## src/rtl/pr_fetch_ctrl.sv

```systemverilog
// Program-register fetch/sequence controller: opcode/operand fetch, PR strobes, jumps.
// Optional memory-ack watchdog enabled by defining PR_FETCH_TIMEOUT_EN.
module pr_fetch_ctrl #(
  parameter int DATA_W = 8
`ifdef PR_FETCH_TIMEOUT_EN
  , parameter int MEM_TIMEOUT = 15
`endif
) (
  input  logic              clk,
  input  logic              rst,
  input  logic              run,
  input  logic              halt_req,
  input  logic [DATA_W-1:0] pr_value,
  output logic              mem_req,
  input  logic              mem_ack,
  input  logic [DATA_W-1:0] mem_rdata,
  output logic              ar_on_pr,
  output logic              increment_pr,
  output logic [DATA_W-1:0] data_2_pr,
  output logic [DATA_W-1:0] ir_out,
  output logic [DATA_W-1:0] operand_out,
  input  logic              cond_ok,
  output logic              exec_start,
  input  logic              exec_done,
  output logic              busy,
  output logic              halted,
  output logic              fault
);

  typedef enum logic [3:0] {
    S_IDLE,
    S_FETCH,
    S_INC_OP,
    S_OPND,
    S_INC_OPND,
    S_EXEC,
    S_JUMP,
    S_HALT,
    S_FAULT
  } state_t;

  state_t state;
  state_t nxt;
  state_t bnd;

  logic two_byte;
  logic is_jump;
  logic taken;
  logic fire;
  logic in_wait;
  logic tmo;

  assign two_byte = ir_out[DATA_W-1];
  assign is_jump  = ir_out[DATA_W-1 -: 2] == 2'b11;
  assign taken    = ~ir_out[DATA_W-3] | cond_ok;
  // A taken jump spends a second JUMP cycle with the load strobe up.
  assign fire     = (state == S_JUMP) & ~ar_on_pr & taken;
  assign in_wait  = (state == S_FETCH) | (state == S_OPND);

`ifdef PR_FETCH_TIMEOUT_EN
  localparam int CW = $clog2(MEM_TIMEOUT + 1);
  logic [CW-1:0] wait_cnt;

  assign tmo = in_wait & ~mem_ack &
               (wait_cnt == CW'(MEM_TIMEOUT - 1));
`else
  assign tmo   = 1'b0;
  assign fault = 1'b0;
`endif

  always_comb begin
    bnd = S_IDLE;
    if (halt_req)
      bnd = S_HALT;
    else if (run)
      bnd = S_FETCH;
  end

  always_comb begin
    nxt = state;
    unique case (state)
      S_IDLE: begin
        if (halt_req)
          nxt = S_HALT;
        else if (run)
          nxt = S_FETCH;
      end
      S_FETCH: begin
        if (mem_ack)
          nxt = S_INC_OP;
        else if (tmo)
          nxt = S_FAULT;
      end
      S_INC_OP:
        nxt = two_byte ? S_OPND : S_EXEC;
      S_OPND: begin
        if (mem_ack)
          nxt = S_INC_OPND;
        else if (tmo)
          nxt = S_FAULT;
      end
      S_INC_OPND:
        nxt = is_jump ? S_JUMP : S_EXEC;
      S_EXEC: begin
        if (exec_done)
          nxt = bnd;
      end
      S_JUMP: begin
        if (ar_on_pr || !taken)
          nxt = bnd;
      end
      S_HALT:  nxt = S_HALT;
      S_FAULT: nxt = S_FAULT;
      default: nxt = S_IDLE;
    endcase
  end

  always_ff @(posedge clk or posedge rst) begin
    if (rst) begin
      state        <= S_IDLE;
      mem_req      <= 1'b0;
      increment_pr <= 1'b0;
      ar_on_pr     <= 1'b0;
      exec_start   <= 1'b0;
      busy         <= 1'b0;
      halted       <= 1'b0;
      data_2_pr    <= '0;
      ir_out       <= '0;
      operand_out  <= '0;
`ifdef PR_FETCH_TIMEOUT_EN
      fault        <= 1'b0;
      wait_cnt     <= '0;
`endif
    end else begin
      state        <= nxt;
      mem_req      <= (nxt == S_FETCH) |
                      (nxt == S_OPND);
      increment_pr <= (nxt == S_INC_OP) |
                      (nxt == S_INC_OPND);
      exec_start   <= (nxt == S_EXEC) &
                      (state != S_EXEC);
      ar_on_pr     <= fire;
      busy         <= !(nxt inside
                      {S_IDLE, S_HALT, S_FAULT});
      halted       <= nxt == S_HALT;
      if (state == S_FETCH && mem_ack)
        ir_out <= mem_rdata;
      if (state == S_INC_OP && !two_byte)
        operand_out <= '0;
      if (state == S_OPND && mem_ack)
        operand_out <= mem_rdata;
      if (fire)
        data_2_pr <= operand_out;
`ifdef PR_FETCH_TIMEOUT_EN
      fault <= nxt == S_FAULT;
      if (nxt != state)
        wait_cnt <= '0;
      else if (in_wait)
        wait_cnt <= wait_cnt + 1'b1;
`endif
    end
  end

  a_strobe_excl: assert property (
    @(posedge clk) disable iff (rst)
    !(ar_on_pr && increment_pr));

  a_addr_stable: assert property (
    @(posedge clk) disable iff (rst)
    !(mem_req && (ar_on_pr || increment_pr)));

  a_halt_sticky: assert property (
    @(posedge clk) disable iff (rst)
    halted |=> halted);

endmodule
```

## config.mk

```make
export PLATFORM = sky130hd
export DESIGN_NAME = pr_fetch_ctrl
export DESIGN_NICKNAME = d
export VERILOG_FILES = /design/src/rtl/pr_fetch_ctrl.sv
export SDC_FILE = /design/constraint.sdc
export NUM_CORES = 1
export LEC_CHECK = 0
export ABC_AREA = 1
export CAP_MARGIN = 30
export CORE_UTILIZATION = 40
export CTS_CLUSTER_DIAMETER = 80
export DETAILED_ROUTE_END_ITERATION = 8
export PLACE_DENSITY = 0.83
export SLEW_MARGIN = 10
export SYNTH_ARGS = -nofsm -noshare
export SYNTH_HDL_FRONTEND = slang
export SYNTH_SLANG_ARGS = --single-unit
```

## constraint.sdc

```tcl
create_clock -name clk -period 2.8 [get_ports clk]
set_clock_uncertainty 0.15 [all_clocks]
set_input_delay 0.7 -clock clk [delete_from_list [all_inputs] [get_ports clk]]
set_output_delay 0.7 -clock clk [all_outputs]
set_load 0.02 [all_outputs]
```

==> results.py, run 1 <==
metrics = {
    "clock_tree": {
        "cts-buffers-inserted": 5,
        "cells_resized_by_post_cts_repair": 0,
        "cts_post_setup_buffers_inserted": 0,
        "maximum_level_of_the_cts_h_tree": 2,
        "clock_tree_from_tritoncts": "done",
        "cts_root_buffer": "sky130_fd_sc_hd__clkbuf_8",
        "clk_path_buf_depth": 2,
        "clock_sink_count": 34,
        "clock_insertion_delay_worst_skew_ns": 0.28,
        "clk_pin_slew_ns": 0.06,
        "cts.hold.buffers_added": 0,
    },
    "drt": {
        "vias": 1298,
        "routed_wl_um": 3360,
        "drt_first_pass_iters": 4,
        "drt-wirelength-per-cell_um": 12.1,
        "vias_per_cell": 4.67,
        "initialDrtViolationCount": 69,
        "drc_errors": 0,
        "route.antenna.remaining_nets": 0,
    },
    "sta": {
        "finalHoldViolations": 0,
        "finalMaxSlewViolations": 0,
        "rsz0062_at_grt": "false",
        "layout_min_cycle_time_ns": 2.18,
        "setup_violations": 0,
        "setup_tns_ns": 0,
        "period_share": 0.778,
        "max_clock_freq_mhz": 459,
    },
    "power": {
        "combPwrFrac": 0.544,
        "p_sw_w": 0.00115,
        "power_report.internal_total_w": 0.00148,
        "share_clk_of_total_power": 0.138,
        "p_total_w": 0.00263,
        "switching_share": 0.436,
        "cellPowerDensity_mw_per_mm2": 1180,
        "power.ir.vdd_worst_uv": 549,
        "seq_power_share": 0.318,
        "total_leakage_power_nw": 1.07,
    },
    "floorplan": {
        "chipWidth_um": 66.1,
        "floorplan.rows": 22,
        "fp.dieH_um": 66.1,
        "initial_utilization": 0.433,
        "boundaryPins": 54,
        "core_area_mm2": 0.00380,
        "design.die.area_mm2": 0.00437,
    },
    "worst_setup_path": {
        "worst-endpoint-required_ns": 1.95,
        "reg2reg_from": "state[2]$_DFF_PP0_",
        "cpPeakStageDelay_ns": 0.64,
        "regToRegEndpoint": "busy$_DFF_PP0_",
        "crit_path_cell_trace": "clkdlybuf4s50_1",
        "reg2regPathDepth": 8,
        "worstSetupEndpointType": "output port",
        "cp_data_arrival_time_ns": 1.33,
        "crit_fanout": 5,
        "worst-path-buf-inv": 1,
        "startpoint_type": "flop",
        "crit_path_top_delay_cell": "sky130_fd_sc_hd__clkdlybuf4s50_1",
        "setup.worst_path.class": "reg2out",
        "worst_path_top_cell_family_by_delay": "buffers and inverters",
        "worst-r2r-setup-slack_ns": 1.05,
    },
    "logic_synthesis": {
        "synth_cell_type_count": 26,
        "synthesis.area_mm2": 0.00164,
        "netlist.top_cell.by_area": "sky130_fd_sc_hd__dfrtp_1",
        "yosysTopAreaCellShare": 0.518,
        "syn_inst": 180,
        "yosysWarnings": 0,
        "synthesis.nets": 203,
        "ys_seq_elements": 34,
        "netlist_top_cells_area": "sky130_fd_sc_hd__dfrtp_1, sky130_fd_sc_hd__nand2_1, sky130_fd_sc_hd__inv_1",
        "syn-mean-instance-area_um2": 9.13,
        "synth_sequential_area_ratio": 0.518,
    },
    "cells_and_area": {
        "multiInputGateArea_um2": 632,
        "antenna_cells_inserted": 0,
        "final_common_cell": "sky130_fd_sc_hd__clkdlybuf4s50_1",
        "most-common-layout-cells": "sky130_fd_sc_hd__clkdlybuf4s50_1, sky130_fd_sc_hd__nand2_1, sky130_fd_sc_hd__inv_1, sky130_fd_sc_hd__dfrtp_1, sky130_fd_sc_hd__nor2_1",
        "flow.area_growth_from_synthesis_pct": 35.1,
        "final.fill_count": 331,
        "layoutNonFillerInstCount": 278,
        "post_route_cells_drive_above_1_share": 0.170,
        "area.sequential_um2": 851,
        "net_count_reported_at_finish": 252,
    },
    "global_routing": {
        "antenna_violations_before_repair": 0,
        "grt_pass1_wl_um": 5700,
        "globalRouteMet2Util": 0.278,
        "grt_pass1_vias": 1256,
        "global_routing_met3_resource_utilization": 0.0724,
        "grt_most_used_layer": "met2",
        "grt_max_degree": 35,
        "global_route.overflow_total": 0,
        "globalRouteTotalUtil": 0.179,
        "met1_usage": 0.225,
    },
    "place": {
        "dp_cells": 270,
        "hpwl_um": 2410,
        "numPortBuffers": 44,
        "gp_congestion": 0.846,
    },
    "run_status": {
        "run_status": "finished, final reports clean",
    },
    "worst_hold_path": {
        "timing.hold.worst_path_depth": 2,
        "worstHoldPathType": "reg2reg",
        "holdPathEnd": "data_2_pr[3]$_DFFE_PP0P_",
        "min-delay-start": "data_2_pr[3]$_DFFE_PP0P_",
    },
    "job": {
        "cap_viol_max_count": 0,
    },
}
[metrics by stage]
| stage | setup WS, ns | util | hold slack, ns | cell area, um^2 |
|---|---|---|---|---|
| after global placement | 0.427 | 0.561 | 0.314 | 2130 |
| after floorplan | 1.04 | - | 0.438 | 1640 |
| after detailed placement | 0.408 | 0.561 | 0.323 | 2130 |
| after global routing | 0.490 | 0.585 | 0.359 | 2220 |
| after CTS | 0.603 | 0.585 | 0.339 | 2220 |
| final | 0.621 | 0.585 | 0.333 | 2220 |
[worst max-delay path by stage]
stage / startpoint / end / cells past startpoint
after detailed placement: halt_req / busy$_DFF_PP0_ / 11
after global placement: halt_req / busy$_DFF_PP0_ / 11
after floorplan: cond_ok / busy$_DFF_PP0_ / 10
after global routing: halt_req / busy$_DFF_PP0_ / 11
final: ir_out[7]$_DFFE_PP0P_ / ir_out[7] / 1
after CTS: ir_out[7]$_DFFE_PP0P_ / ir_out[7] / 1
[power by group through the flow]
stage                     Clock, W  Combinational (W)  Sequential, W
final                     0.000364            0.00143       0.000836
after global routing      0.000397            0.00157       0.000860
after CTS                 0.000373            0.00145       0.000838
after detailed placement         0            0.00144       0.000838
after global placement           0            0.00142       0.000839
after floorplan                  0           0.000712        0.00104
[flip-flops by register name (all words and copies together) (netlist names)]
| register | flops |
|---|---|
| ar_on_pr | 1 |
| increment_pr | 1 |
| data_2_pr | 8 |
| state | 4 |
| mem_req | 1 |
| halted | 1 |
| ir_out | 8 |
| operand_out | 8 |
| busy | 1 |
| exec_start | 1 |
[final cells by class]
cell class,instances,share of cell area
flip-flops and latches,34,0.383
multi-input cells,106,0.285
repair buffers,45,0.202
inverters,37,0.0625
clock buffers,7,0.0389
well taps,48,0.0270
clock inverters,1,0.00225
[worst min-delay path: cells and delay by family (launching register included)]
kind / cells / cell delay [ns]
flops: 1 / 0.34
simple gates: 1 / 0.06
compound gates: 1 / 0.05
[cell families (layout without fill, tap and decap cells)]
kind of cell,Yosys count,in the layout,synth area share
compound gates,28,28,0.116
buf+inv,40,90,0.0982
flops,34,34,0.518
other cells,1,1,0.00228
simple gates,77,77,0.266
[synthesized netlist by cell type]
library cell               number
sky130_fd_sc_hd__nor2_1        12
sky130_fd_sc_hd__inv_2          3
sky130_fd_sc_hd__conb_1         1
sky130_fd_sc_hd__nand3_4        3
sky130_fd_sc_hd__nand2_2        3
sky130_fd_sc_hd__buf_6          1
sky130_fd_sc_hd__nor3b_2        1
sky130_fd_sc_hd__o21ai_0        9
sky130_fd_sc_hd__nand3b_1       1
sky130_fd_sc_hd__nand3_2        3
sky130_fd_sc_hd__o21ai_1        1
sky130_fd_sc_hd__nor2_2         2
sky130_fd_sc_hd__nand3_1        6
sky130_fd_sc_hd__a21oi_1        1
sky130_fd_sc_hd__nor2_4         5
sky130_fd_sc_hd__o21ai_2        8
sky130_fd_sc_hd__clkbuf_1       1
sky130_fd_sc_hd__inv_1         34
sky130_fd_sc_hd__nand2_4        1
sky130_fd_sc_hd__o21ai_4        1
sky130_fd_sc_hd__buf_4          1
sky130_fd_sc_hd__nand2_1       36
sky130_fd_sc_hd__dfrtp_1       34
sky130_fd_sc_hd__nor3_1         3
sky130_fd_sc_hd__nor3_2         1
sky130_fd_sc_hd__o22ai_1        8
[per-layer routing]
layer	wire length, um	vias up
met5	0	-
met4	51	0
met3	267	6
met2	1530	41
met1	1510	596
li1	-	655
(Power assumes the default switching activity.)
==> run 2: changes to the inputs <==
- PLACE_DENSITY: 0.83 -> 0.86
- clock period: 2.8 -> 1.8 ns (I/O delays scaled with it)
==> run 2 against run 1 <==
Final cell count grew 2.5%; global-route usage fell by 0.067 points; sequential share of layout area decreased by 1.4 points; count of clock-buffer cells in the layout shrank 1; combinational power increased by 51%; worst hold slack worse by 0.0029 ns; via count grew 3.3%; register-to-register slack worse by 0.90 ns; sequential power is 54% higher; non-clock buffer count up 8; total power up 57%; largest power group unchanged.
==> results.py, run 2 (same netlist as run 1, synthesis figures left out) <==
metrics = {
    "clock_tree": {
        "clock_insertion_delay_worst_skew_ns": 0.28,
        "cts_post_setup_buffers_inserted": 0,
        "cts.hold.buffers_added": 0,
        "clock_tree_from_tritoncts": "done",
        "maximum_level_of_the_cts_h_tree": 2,
        "cts_root_buffer": "sky130_fd_sc_hd__clkbuf_8",
        "cts-buffers-inserted": 5,
        "clk_path_buf_depth": 2,
        "clk_pin_slew_ns": 0.07,
        "clock_sink_count": 34,
    },
    "power": {
        "power.ir.vdd_worst_uv": 814,
        "p_total_w": 0.00414,
        "total_leakage_power_nw": 1.25,
        "cellPowerDensity_mw_per_mm2": 1800,
    },
    "place": {
        "gp_congestion": 0.875,
        "hpwl_um": 2600,
        "numPortBuffers": 44,
        "place_worst_setup_slack_ns": -0.258,
    },
    "drt": {
        "drt-wirelength-per-cell_um": 12.0,
        "drt_first_pass_iters": 4,
        "routed_wl_um": 3430,
        "vias": 1341,
        "initialDrtViolationCount": 50,
        "drc_errors": 0,
        "route.antenna.remaining_nets": 0,
        "vias_per_cell": 4.71,
    },
    "cells_and_area": {
        "biggestRegsByFlops": "data_2_pr x8, ir_out x8, operand_out x8",
        "post-route-util": 0.607,
        "final.fill_count": 362,
        "area.sequential_um2": 851,
        "multiInputGateArea_um2": 653,
        "final_common_cell": "sky130_fd_sc_hd__nand2_1",
        "antenna_cells_inserted": 0,
        "net_count_reported_at_finish": 260,
        "post_route_cells_drive_above_1_share": 0.219,
        "flow.area_growth_from_synthesis_pct": 40.3,
        "most-common-layout-cells": "sky130_fd_sc_hd__nand2_1, sky130_fd_sc_hd__inv_1, sky130_fd_sc_hd__dfrtp_1",
    },
    "worst_setup_path": {
        "crit_fanout": 4,
        "worst-endpoint-required_ns": 1.83,
        "worst-r2r-setup-slack_ns": 0.15,
        "worstSetupStartpoint": "mem_ack",
        "reg2regPathDepth": 8,
        "regToRegEndpoint": "busy$_DFF_PP0_",
        "reg2reg_from": "state[2]$_DFF_PP0_",
        "cp_data_arrival_time_ns": 1.74,
        "startpoint_type": "input port",
        "worstSetupEndpointType": "flop",
        "setup.worst_path.class": "in2reg",
    },
    "sta": {
        "final_setup_slack_of_the_worst_path_ns": 0.0814,
        "finalMaxSlewViolations": 0,
        "max_clock_freq_mhz": 582,
        "finalHoldViolations": 0,
        "setup_violations": 0,
        "rsz0062_at_grt": "false",
        "layout_min_cycle_time_ns": 1.72,
        "period_share": 0.955,
    },
    "global_routing": {
        "antenna_violations_before_repair": 0,
        "grt_max_degree": 35,
        "global_route.overflow_total": 0,
        "globalRouteTotalUtil": 0.179,
        "grt_pass1_wl_um": 5780,
        "grt_pass1_vias": 1292,
    },
    "floorplan": {
        "fp.dieH_um": 66.1,
        "chipWidth_um": 66.1,
        "floorplan.rows": 22,
        "core_area_mm2": 0.00380,
        "initial_utilization": 0.433,
        "boundaryPins": 54,
        "design.die.area_mm2": 0.00437,
    },
    "worst_hold_path": {
        "worstHoldPathType": "reg2reg",
        "timing.hold.worst_path_depth": 2,
        "holdPathEnd": "data_2_pr[2]$_DFFE_PP0P_",
        "min-delay-start": "data_2_pr[2]$_DFFE_PP0P_",
    },
    "job": {
        "cap_viol_max_count": 0,
    },
    "run_status": {
        "run_status": "finished, final reports clean",
    },
}
## run 2: cell type report
class,instances,area share
timing repair buffer,53,0.213
inverter,37,0.0602
multi-input combinational,106,0.283
clock inverter,1,0.0130
tap,48,0.0260
sequential,34,0.369
clock buffer,6,0.0358
## run 2: what timing repair did
| action | 4_1_cts | 5_1_grt |
|---|---|---|
| pin swaps | 0 | 2 |
| gates resized for setup | 30 | 9 |
| endpoints found under the setup margin | 30 | 3 |
| cloned | 0 | 0 |
## run 2: power by group
group	total, W	internal (W)	switching, W
combinational	0.00216	0.000812	0.00134
sequential	0.00129	0.00109	0.000200
clock	0.000698	0.000442	0.000255
total	0.00414	0.00234	0.00180
## run 2: stage by stage
step           hold WS, ns  setup TNS, ns  area [um^2]  instances
2_1_floorplan        0.438              0         1640        180
3_3_place_gp         0.321          -2.49         2200        278
3_5_place_dp         0.321          -2.67         2200        278
4_1_cts              0.333              0         2280        285
5_1_grt              0.358              0         2310        285
6_report             0.330              0         2310        285
## run 2: worst max-delay path by stage
stage	endpoint	slack (ns)	cells after the start
final	busy$_DFF_PP0_	0.08	10
after detailed placement	busy$_DFF_PP0_	-0.26	11
after floorplan	busy$_DFF_PP0_	0.27	8
after global routing	busy$_DFF_PP0_	0.003	10
after CTS	busy$_DFF_PP0_	0.03	11
after global placement	busy$_DFF_PP0_	-0.24	10
## run 2: critical path, cell delays in order
cell	delay, ns
sky130_fd_sc_hd__clkdlybuf4s50_1	0.58
sky130_fd_sc_hd__inv_1	0.06
sky130_fd_sc_hd__nand3_1	0.08
sky130_fd_sc_hd__nand2_1	0.06
sky130_fd_sc_hd__nor2_2	0.12
sky130_fd_sc_hd__nand3_2	0.13
sky130_fd_sc_hd__nor2_1	0.12
sky130_fd_sc_hd__nand2_1	0.05
sky130_fd_sc_hd__nand2_1	0.05
sky130_fd_sc_hd__inv_1	0.03
## run 2: layer usage
metal	share of wire	vias up	GRT usage
li1	-	672	-
met1	0.44	620	0.211
met2	0.49	41	0.305
met3	0.057	8	0.0534
met4	0.013	0	0.0665
met5	0	-	0
==> run 3: changes to the inputs <==
- CTS_BUF_LIST: default -> sky130_fd_sc_hd__clkbuf_8
- PLACE_DENSITY: 0.86 -> 0.71
==> run 3 against run 2 <==
Worst setup slack got worse by 0.023 ns; clock power fell by 20%; via count rose by 0.15%; total power fell by 1.4%; sequential cell count did not move; non-clock buffer count rose by 4; sequential share of layout area rose by 0.10 points; utilization fell by 0.16 points; critical path depth fell by 2; critical path type unchanged.
==> results.py, run 3 (same netlist as run 1, synthesis figures left out) <==
metrics = {
    "cells_and_area": {
        "final.fill_count": 356,
        "biggestRegsByFlops": "data_2_pr x8, ir_out x8, operand_out x8",
        "net_count_reported_at_finish": 264,
        "layoutNonFillerInstCount": 290,
        "flow.area_growth_from_synthesis_pct": 39.9,
        "most-common-layout-cells": "sky130_fd_sc_hd__nand2_1, sky130_fd_sc_hd__inv_1, sky130_fd_sc_hd__dfrtp_1",
        "post_route_cells_drive_above_1_share": 0.227,
        "antenna_cells_inserted": 0,
        "post-route-util": 0.605,
        "final_common_cell": "sky130_fd_sc_hd__nand2_1",
    },
    "clock_tree": {
        "clock_tree_from_tritoncts": "done",
        "maximum_level_of_the_cts_h_tree": 2,
        "clock_insertion_delay_worst_skew_ns": 0.28,
        "cts-buffers-inserted": 5,
        "cts_root_buffer": "sky130_fd_sc_hd__clkbuf_8",
        "clk_pin_slew_ns": 0.07,
        "clock_sink_count": 34,
        "clk_path_buf_depth": 2,
    },
    "global_routing": {
        "globalRouteTotalUtil": 0.187,
        "met1_usage": 0.254,
        "globalRouteMet2Util": 0.272,
        "grt_pass1_wl_um": 5820,
        "global_route.overflow_total": 0,
        "antenna_violations_before_repair": 0,
        "global_routing_met3_resource_utilization": 0.0534,
        "grt_max_degree": 35,
        "grt_most_used_layer": "met2",
        "grt_pass1_vias": 1234,
    },
    "floorplan": {
        "design.die.area_mm2": 0.00437,
        "chipWidth_um": 66.1,
        "fp.dieH_um": 66.1,
        "initial_utilization": 0.433,
        "core_area_mm2": 0.00380,
        "boundaryPins": 54,
        "floorplan.rows": 22,
    },
    "power": {
        "total_leakage_power_nw": 1.25,
        "power.ir.vdd_worst_uv": 800,
        "cellPowerDensity_mw_per_mm2": 1770,
    },
    "drt": {
        "route.antenna.remaining_nets": 0,
        "drt-wirelength-per-cell_um": 11.9,
        "initialDrtViolationCount": 66,
        "drc_errors": 0,
        "drt_first_pass_iters": 4,
        "vias": 1343,
        "vias_per_cell": 4.63,
        "routed_wl_um": 3450,
    },
    "worst_setup_path": {
        "cp_data_arrival_time_ns": 1.80,
        "worst-endpoint-required_ns": 1.85,
        "setup.worst_path.class": "in2reg",
        "crit_fanout": 4,
        "startpoint_type": "input port",
        "worstSetupEndpointType": "flop",
    },
    "sta": {
        "hold_ws_ns": 0.326,
        "setup_violations": 0,
        "period_share": 0.968,
        "max_clock_freq_mhz": 574,
        "finalHoldViolations": 0,
        "layout_min_cycle_time_ns": 1.74,
        "final_setup_slack_of_the_worst_path_ns": 0.0582,
        "finalMaxSlewViolations": 0,
    },
    "run_status": {
        "run_status": "finished, final reports clean",
    },
    "job": {
        "cap_viol_max_count": 0,
    },
    "place": {
        "dp_cells": 277,
        "gp_congestion": 0.938,
        "hpwl_um": 2490,
        "numPortBuffers": 44,
        "place_worst_setup_slack_ns": -0.256,
    },
    "worst_hold_path": {
        "worstHoldPathType": "reg2reg",
    },
}
run 3: cell types whose count changed in the layout (fill, tap and decap cells not counted):
cell	before	now
sky130_fd_sc_hd__buf_4	8	12
sky130_fd_sc_hd__bufinv_16	1	0
sky130_fd_sc_hd__clkdlybuf4s50_1	11	12
sky130_fd_sc_hd__clkinv_2	0	1
sky130_fd_sc_hd__dlymetal6s2s_1	3	2
sky130_fd_sc_hd__inv_2	3	4
sky130_fd_sc_hd__nand3_2	2	3
sky130_fd_sc_hd__nand3_4	4	3
sky130_fd_sc_hd__nor2_1	8	10
sky130_fd_sc_hd__nor2_2	6	4
run 3: layer usage:
layer | share of wire | up-vias
met5 | 0 | -
met4 | 0.020 | 0
met1 | 0.45 | 612
li1 | - | 678
met2 | 0.46 | 48
met3 | 0.071 | 5
run 3: area by class of cell:
type / instances / area, um^2 / area share
Sequential cell: 34 / 851 / 0.370
Tap cell: 48 / 60.1 / 0.0261
Multi-Input combinational cell: 106 / 641 / 0.279
Inverter: 37 / 139 / 0.0604
Timing Repair Buffer: 57 / 518 / 0.225
Clock buffer: 6 / 82.6 / 0.0359
Clock inverter: 2 / 8.76 / 0.00381
run 3: power breakdown:
part	leakage [nW]	internal, W	switching [W]
Clock	0.0524	0.000303	0.000257
Sequential	0.438	0.00109	0.000200
Combinational	0.763	0.000893	0.00134
Total	1.25	0.00228	0.00180
run 3: worst max-delay path, stage by stage:
cell	delay [ns]
sky130_fd_sc_hd__clkdlybuf4s50_1	0.50
sky130_fd_sc_hd__inv_1	0.06
sky130_fd_sc_hd__a21oi_2	0.17
sky130_fd_sc_hd__nor2_4	0.06
sky130_fd_sc_hd__nor2_1	0.14
sky130_fd_sc_hd__nand3_2	0.13
sky130_fd_sc_hd__buf_4	0.16
sky130_fd_sc_hd__nor3_2	0.13
run 3: per-stage QoR:
stage	TNS (ns)	area, um^2	total power, W
3_3_place_gp	-2.03	2190	0.00358
2_1_floorplan	0	1640	0.00273
6_report	0	2300	0.00408
5_1_grt	-0.0128	2300	0.00443
3_5_place_dp	-2.44	2190	0.00362
4_1_cts	0	2250	0.00400
run 3: worst paths after layout:
path / from / end / slack, ns / depth (start not counted)
worst max-delay path: run / exec_start$_DFF_PP0_ / 0.06 / 8
worst min-delay path: data_2_pr[2]$_DFFE_PP0P_ / data_2_pr[2]$_DFFE_PP0P_ / 0.33 / 2
worst max register to register: state[2]$_DFF_PP0_ / exec_start$_DFF_PP0_ / 0.15 / 8
worst min register to register: data_2_pr[2]$_DFFE_PP0P_ / data_2_pr[2]$_DFFE_PP0P_ / 0.33 / 2
max in group asynchronous: rst / ir_out[3]$_DFFE_PP0P_ / 0.96 / 3
min in group asynchronous: rst / halted$_DFF_PP0_ / 0.36 / 3
run 3: what timing repair did:
action,4_1_cts,5_1_grt
gates resized for setup,30,6
setup endpoints to repair,30,5
hold buffers,0,0
buffers inserted,0,5
gates cloned,0,0
pin swaps,0,2
